`src/rtl/alu_arbiter.sv`:
```
// alu_arbiter: shares one combinational ALU between two valid/ready requesters, one op in flight.
// Optional macro ALU_ARB_FIXED_PRIO_EN: requester 0 always wins contention (default is round-robin).
package alu_arbiter_pkg;
    typedef enum logic [3:0] {
        ALU_ADD = 4'd0, ALU_SUB, ALU_AND, ALU_OR, ALU_XOR,
        ALU_SLL, ALU_SRL, ALU_SRA, ALU_SLT, ALU_SLTU
    } alu_op_t;
endpackage

module alu_arbiter
    import alu_arbiter_pkg::*;
#(
    parameter int WIDTH = 16
) (
    input  logic             clk,
    input  logic             rst_n,
    input  logic             req_valid_0,
    output logic             req_ready_0,
    input  alu_op_t          req_op_0,
    input  logic [WIDTH-1:0] req_a_0,
    input  logic [WIDTH-1:0] req_b_0,
    output logic             rsp_valid_0,
    input  logic             rsp_ready_0,
    output logic [WIDTH-1:0] rsp_data_0,
    input  logic             req_valid_1,
    output logic             req_ready_1,
    input  alu_op_t          req_op_1,
    input  logic [WIDTH-1:0] req_a_1,
    input  logic [WIDTH-1:0] req_b_1,
    output logic             rsp_valid_1,
    input  logic             rsp_ready_1,
    output logic [WIDTH-1:0] rsp_data_1,
    output alu_op_t          alu_op,
    output logic [WIDTH-1:0] alu_in1,
    output logic [WIDTH-1:0] alu_in2,
    input  logic [WIDTH-1:0] alu_result
);
    typedef enum logic [1:0] {IDLE, EXEC, RESP} state_t;

    state_t state;
    logic   grant_id;
    logic   pick;
    logic   any_valid;
    logic   accept;
`ifndef ALU_ARB_FIXED_PRIO_EN
    logic   last_grant;
`endif

    assign any_valid = req_valid_0 | req_valid_1;

    always_comb begin
`ifdef ALU_ARB_FIXED_PRIO_EN
        pick = !req_valid_0;
`else
        if (req_valid_0 && req_valid_1)
            pick = !last_grant;
        else
            pick = !req_valid_0;
`endif
    end

    // rst_n gating keeps ready low while reset is held even though state reads IDLE
    assign accept      = rst_n && (state == IDLE) && any_valid;
    assign req_ready_0 = accept && !pick;
    assign req_ready_1 = accept && pick;
    assign rsp_valid_0 = (state == RESP) && !grant_id;
    assign rsp_valid_1 = (state == RESP) && grant_id;

    always_ff @(posedge clk or negedge rst_n) begin
        if (!rst_n) begin
            state      <= IDLE;
            grant_id   <= 1'b0;
`ifndef ALU_ARB_FIXED_PRIO_EN
            last_grant <= 1'b1;
`endif
            alu_op     <= ALU_ADD;
            alu_in1    <= '0;
            alu_in2    <= '0;
            rsp_data_0 <= '0;
            rsp_data_1 <= '0;
        end else begin
            case (state)
                IDLE: if (any_valid) begin
                    grant_id <= pick;
                    alu_op   <= pick ? req_op_1 : req_op_0;
                    alu_in1  <= pick ? req_a_1  : req_a_0;
                    alu_in2  <= pick ? req_b_1  : req_b_0;
                    state    <= EXEC;
                end
                EXEC: begin
                    if (grant_id) rsp_data_1 <= alu_result;
                    else          rsp_data_0 <= alu_result;
                    state <= RESP;
                end
                RESP: if (grant_id ? rsp_ready_1 : rsp_ready_0) begin
`ifndef ALU_ARB_FIXED_PRIO_EN
                    last_grant <= grant_id;
`endif
                    state <= IDLE;
                end
                default: state <= IDLE;
            endcase
        end
    end
endmodule
```
`config.mk`:
```
export PLATFORM = sky130hd
export DESIGN_NAME = alu_arbiter
export DESIGN_NICKNAME = d
export VERILOG_FILES = /design/src/rtl/alu_arbiter.sv
export SDC_FILE = /design/constraint.sdc
export NUM_CORES = 1
export LEC_CHECK = 0
export CAP_MARGIN = 15
export CORE_MARGIN = 2
export CORE_UTILIZATION = 33
export CTS_BUF_LIST = sky130_fd_sc_hd__clkbuf_2 sky130_fd_sc_hd__clkbuf_4 sky130_fd_sc_hd__clkbuf_8
export DETAILED_ROUTE_END_ITERATION = 10
export PLACE_DENSITY = 0.7
export SLEW_MARGIN = 0
export SYNTH_ARGS = -nofsm -noshare
export SYNTH_HDL_FRONTEND = slang
export SYNTH_SLANG_ARGS = --single-unit
```
`constraint.sdc`:
```
create_clock -name clk -period 1.35 [get_ports clk]
set_input_delay 0.27 -clock clk [delete_from_list [all_inputs] [get_ports clk]]
set_output_delay 0.27 -clock clk [all_outputs]
set_load 0.01 [all_outputs]
```
==> out/results.ini, run 1 <==
[outcome]
status = complete, but fails checks
violations = setup timing

[yosys]
synth_warnings = 0
syn_inst = 302
synthSimpleGateAreaFrac_pct = 8.436
synth_top_family_by_area = compound AO/OA/AOI/OAI gates
synth-adder-area-share_pct = 0
ys_seq_area_share_pct = 55.51
synth_compound_area_share_pct = 18.99
synth_mux_area_share_pct = 11.44
synth_area_per_cell_sq_um = 10.76
synth_xor_area_share_pct = 0
ys_seq_elements = 72
ys_types = 25
synth_nets = 396
netlist_area_sq_mm = 0.003248

[setup_path]
rrSetupSlack_ps = -180
r2r_start = state[1]
worstPathMaxFanout = 3
worstSetupEndpoint = req_ready_0
reg2reg_to = rsp_data_0[9]
crit_arrival_ps = 1390
r2r_cells = 6
critPathLaunchType = flop
worstSetupStartpoint = state[1]
critPathCaptureType = output pin
crit_type = flop to output pin
crit_required_ps = 1080

[timing]
rsz0062_at_grt = true
fmax_ghz = 0.6038
setup-tns-final_ps = -6115
worst_slew_pin_slew_ps = 856.0
post-route-period-util_pct = 122.7
setup_ws_ps = -306.1
finalHoldViolCount = 0
finalSetupViolCount = 69
slew_headroom_pct = 42.93
min_period_ps = 1656
slew_viol_final = 0
hold_slack_ps = 155.4
clock_skew_ps = 12.12

[route]
wire_per_inst_um = 17.38
wl_mm = 10.85
ant_nets = 0
drt-pass1-iter-count = 4
drt_iter0_markers = 94
drc_errors = 0
num_vias = 3160
via_per_inst = 5.064

[floorplanning]
die-area_sq_mm = 0.01065
fp.dieW_um = 103.2
io_pins = 166
initial_core_util_pct = 33.54
rows = 36
core_sq_mm = 0.009684
fp.dieH_um = 103.2

[layout]
n_antenna_cell = 0
area_delta_synth_final_pct = 72.27
final_util_pct = 57.78
drive_above_1_share_pct = 23.22
final_common_cell = clkdlybuf4s50_1
fill_cells = 889
final_nets = 580
final_cell_mix = 90 x clkdlybuf4s50_1, 71 x dfrtp_1, 65 x dlygate4sd2_1

[job]
maxCapViolCount = 0

[clock_network]
numCtsBuffers = 9
cts_buffer_depth = 2
cts_tree = built
htreeDepth = 3
clock-root-buffer = clkbuf_8
clkTransAtPathRegs_ps = 90
cts.sinks = 72
insertion_delay_ps = 340

[global_route]
grt_pass1_wl_mm = 16.42
antenna_found_initial = 0
grt_util_met1_pct = 25.11
grt-busiest-layer = met2
grtUsageTotal_pct = 20.28
grt_max_degree = 69
use_met2_pct = 34.57
grt_overflow = 0
grt_pass1_vias = 3143
grt_use_met3_pct = 6.653

[pwr]
power_switching_mw = 4.109
p_per_area_mw_per_mm2 = 2057
swShare_pct = 35.70
power.total_mw = 11.51
intPower_mw = 7.402
pwr-share-clk_pct = 15.4
p_leak_nw = 2.386
ir_worst_vdd_mv = 0.7933
p_comb_share_pct = 51.3
sequentialPowerShare_pct = 33.3

[worst_hold_path]
hp-class = primary input to asynchronous set/reset pin

[placement]
port_buffers = 165
dp_hpwl_mm = 6.974
place_congestion = 0.7699

==> flip-flops by register name, indices dropped and copies added, names as in the netlist <==
signal and flops:
grant_id 1, alu_in2 16, rsp_data_1 16, alu_in1 16
last_grant 1, state 2, rsp_data_0 16, alu_op 4
==> power by group through the flow <==
stage | logic, mW | clock network, mW | registers, mW
2_1_floorplan | 2.25 | 0 | 4.34
3_3_place_gp | 5.71 | 0 | 3.85
3_5_place_dp | 5.84 | 0 | 3.90
4_1_cts | 5.84 | 1.81 | 3.83
5_1_grt | 6.39 | 1.92 | 3.98
6_report | 5.91 | 1.77 | 3.83
==> cell type report <==
cell class,count,area [sq um],area share (%)
timing repair buffer,204,1992,35.60
clock inverter,6,67.56,1.208
multi-input combinational,198,1425,25.47
sequential,72,1803,32.22
tap,133,166.4,2.974
inverter,1,3.754,0.06708
clock buffer,10,137.6,2.460
==> kinds of logic after synthesis <==
logic type             Yosys count
AO/OA/AOI/OAI                  113
multiplexers                    33
AND/OR/NAND/NOR                 52
buffers and inverters           32
flip-flops                      72
==> routing by layer <==
metal / share of wire, % / wire (um)
met3: 8.0 / 867
met2: 49 / 5285
met4: 0.77 / 84
met1: 42 / 4608
met5: 0 / 0
==> how the worst min path moves through the flow <==
stage / start / to / slack (ps) / depth (start not counted)
2_1_floorplan: rst_n / alu_in1[0] / -30 / 0
3_3_place_gp: rst_n / alu_in1[9] / 200 / 2
3_5_place_dp: rst_n / alu_in1[9] / 200 / 2
4_1_cts: rst_n / alu_op[3] / 180 / 2
5_1_grt: rst_n / alu_in1[15] / 210 / 2
6_report: rst_n / alu_in1[15] / 160 / 2
==> per-stage QoR <==
stage                     setup slack, ps  std cells  area, sq um
after floorplan                    -85.60        302         3279
after global placement             -752.2        591         5107
after detailed placement           -788.0        591         5107
after CTS                          -321.9        622         5592
after global routing               -369.3        624         5595
final                              -306.1        624         5595
==> critical path: stages, from the launching register on <==
cell and delay, ps:
dfrtp_1 410, buf_6 130, nor2_4 70, and2_4 150, and3_4 180, buf_6 90
==> cell usage after synthesis (all sizes together) <==
library cell,number,area (sq um)
a21o,1,7.510
a21oi,38,190.2
a22o,1,8.760
a31oi,36,225.2
and2,2,12.51
and3,1,6.260
and3b,1,8.760
buf,16,122.6
clkbuf,15,56.30
dfrtp,71,1777
dfstp,1,26.28
inv,1,3.750
mux2,33,371.6
nand2,1,3.750
nand2b,3,18.77
nand3,36,180.2
nand3b,1,7.510
nor2,4,17.52
nor2b,2,12.51
o21ai,37,185.2
or2,1,6.260
==> what timing repair did <==
| item | 4_1_cts | 5_1_grt |
|---|---|---|
| endpoints found under the setup margin | 126 | 80 |
| pin swaps | 14 | 13 |
| endpoints found under the hold margin | 4 | 0 |
| gates resized for setup | 129 | 18 |
| gates cloned | 4 | 0 |
| hold buffers | 1 | 0 |
| buffers inserted | 12 | 9 |
Note: power is estimated with default switching activity, not from simulation.
==> run 2, diff against run 1 <==
--- a/config.mk
+++ b/config.mk
@@ -15,3 +15,4 @@
 export SYNTH_ARGS = -nofsm -noshare
 export SYNTH_HDL_FRONTEND = slang
 export SYNTH_SLANG_ARGS = --single-unit
+export TNS_END_PERCENT = 20
==> run 2 against run 1 <==
The run still ends with setup timing left. Combinational power shrank 8.1%. Maximum frequency grew 1.1%. Flip-flop and latch count is the same. Largest cell class is now sequential cells.
==> out/results.ini, run 2 (synthesis gave the netlist of run 1 again) <==
[layout]
final_cell_mix = 90 x clkdlybuf4s50_1, 71 x dfrtp_1, 69 x dlygate4sd2_1
fill_cells = 893
register_area_sq_mm = 0.001803
final_nets = 565
multi_input_area_sq_mm = 0.001375
final_common_cell = clkdlybuf4s50_1
final_cell_area_sq_mm = 0.005349
area_delta_synth_final_pct = 64.68
drive_above_1_share_pct = 18.95

[pwr]
ir_worst_vdd_mv = 0.8757
p_per_area_mw_per_mm2 = 2088
p_leak_nw = 2.295

[setup_path]
critPathCaptureType = output pin
r2r_start = state[0]
worstSetupStartpoint = state[1]
rrSetupSlack_ps = -110
crit_type = flop to output pin
worstPathMaxFanout = 3
crit_arrival_ps = 1370
crit_required_ps = 1080
critPathLaunchType = flop

[timing]
finalSetupViolCount = 73
fmax_ghz = 0.6103
hold_slack_ps = 28.64
worst_slew_pin_slew_ps = 676.4
finalHoldViolCount = 0
rsz0062_at_grt = true
slew_headroom_pct = 54.91
post-route-period-util_pct = 121.4
slew_viol_final = 0
clock_skew_ps = 10.86
setup_ws_ps = -288.6
min_period_ps = 1639

[worst_hold_path]
hp-class = primary input to asynchronous set/reset pin

[floorplanning]
fp.dieW_um = 103.2
die-area_sq_mm = 0.01065
core_sq_mm = 0.009684
rows = 36
fp.dieH_um = 103.2
initial_core_util_pct = 33.54
io_pins = 166

[placement]
placedInstanceArea_sq_mm = 0.005080
post-place-ws_ps = -720.5
dp_hpwl_mm = 6.851
place_congestion = 0.7820
port_buffers = 165

[route]
maxUsedRoutingLayer = met4
ant_nets = 0
wl_met1_mm = 4.393
met3_length_um = 876
via_per_inst = 5.015
drt-pass1-iter-count = 4
drc_errors = 0
wl_mm = 10.22
met2_length_mm = 4.819
num_vias = 3054
wire_per_inst_um = 16.78
drt_iter0_markers = 88

[clock_network]
cts_tree = built
htreeDepth = 3
cts_buffer_depth = 2
clkTransAtPathRegs_ps = 80
cts.sinks = 72
insertion_delay_ps = 340
numCtsBuffers = 9
clock-root-buffer = clkbuf_8

[global_route]
grtUsageTotal_pct = 18.99
grt_pass1_wl_mm = 15.52
antenna_found_initial = 1
grt_max_degree = 54
grt_overflow = 0
grt_pass1_vias = 3165

[outcome]
violations = setup timing
status = complete, but fails checks

[job]
maxCapViolCount = 0

run 2: through the flow:
| step | instances | TNS, ps | utilization, % | power, mW |
|---|---|---|---|---|
| floorplan | 302 | -1956 | - | 6.549 |
| global placement | 589 | -17070 | 52.45 | 9.525 |
| detailed placement | 589 | -18120 | 52.45 | 9.667 |
| CTS | 608 | -5316 | 54.87 | 11.13 |
| global route | 609 | -11560 | 55.23 | 11.92 |
| finish | 609 | -5508 | 55.23 | 11.17 |
run 2: layout make-up:
class | count | share of cell area, %
Clock inverter | 5 | 1.520
Clock buffer | 10 | 2.573
Antenna cell | 1 | 0.04678
Multi-Input combinational cell | 198 | 25.71
Timing Repair Buffer | 189 | 33.26
Inverter | 1 | 0.07018
Tap cell | 133 | 3.111
Sequential cell | 72 | 33.71
run 2: repair_timing:
item | CTS | global route
buffers inserted | 3 | 2
hold buffers | 1 | 0
pin swaps | 2 | 1
endpoints found under the hold margin | 19 | 0
setup endpoints to repair | 125 | 94
resized for setup | 108 | 12
run 2: final timing paths:
kind | to | depth (start not counted)
max | req_ready_1 | 5
min | alu_in1[13] | 3
max reg2reg | rsp_data_0[8] | 6
min reg2reg | rsp_data_1[14] | 1
max in group asynchronous | alu_in1[1] | 2
min in group clk | rsp_data_1[14] | 1
run 2: routing by layer:
layer  track usage, %  vias up
li1                 -     1453
met1            22.45     1451
met2            32.47      136
met3            5.712       14
met4            7.490        0
met5                0        -
run 2: where the power goes:
part           switching (mW)  leakage [nW]  internal, mW
sequential              0.583         0.826          3.27
combinational            2.55          1.36          2.88
clock                   0.808         0.108          1.08
run 2: worst max-delay path: stages (launching register included):
cell and delay, ps:
dfrtp_1 400, buf_6 130, nor2_4 80, and2_4 150, and3b_1 150, buf_2 120
==> run 3, diff against run 2 <==
--- a/config.mk
+++ b/config.mk
@@ -11,7 +11,6 @@
 export CTS_BUF_LIST = sky130_fd_sc_hd__clkbuf_2 sky130_fd_sc_hd__clkbuf_4 sky130_fd_sc_hd__clkbuf_8
 export DETAILED_ROUTE_END_ITERATION = 10
 export PLACE_DENSITY = 0.7
-export SLEW_MARGIN = 0
 export SYNTH_ARGS = -nofsm -noshare
 export SYNTH_HDL_FRONTEND = slang
 export SYNTH_SLANG_ARGS = --single-unit
==> results of run 3 <==
No change in the layout: final DEF, timing and power equal those of run 2.
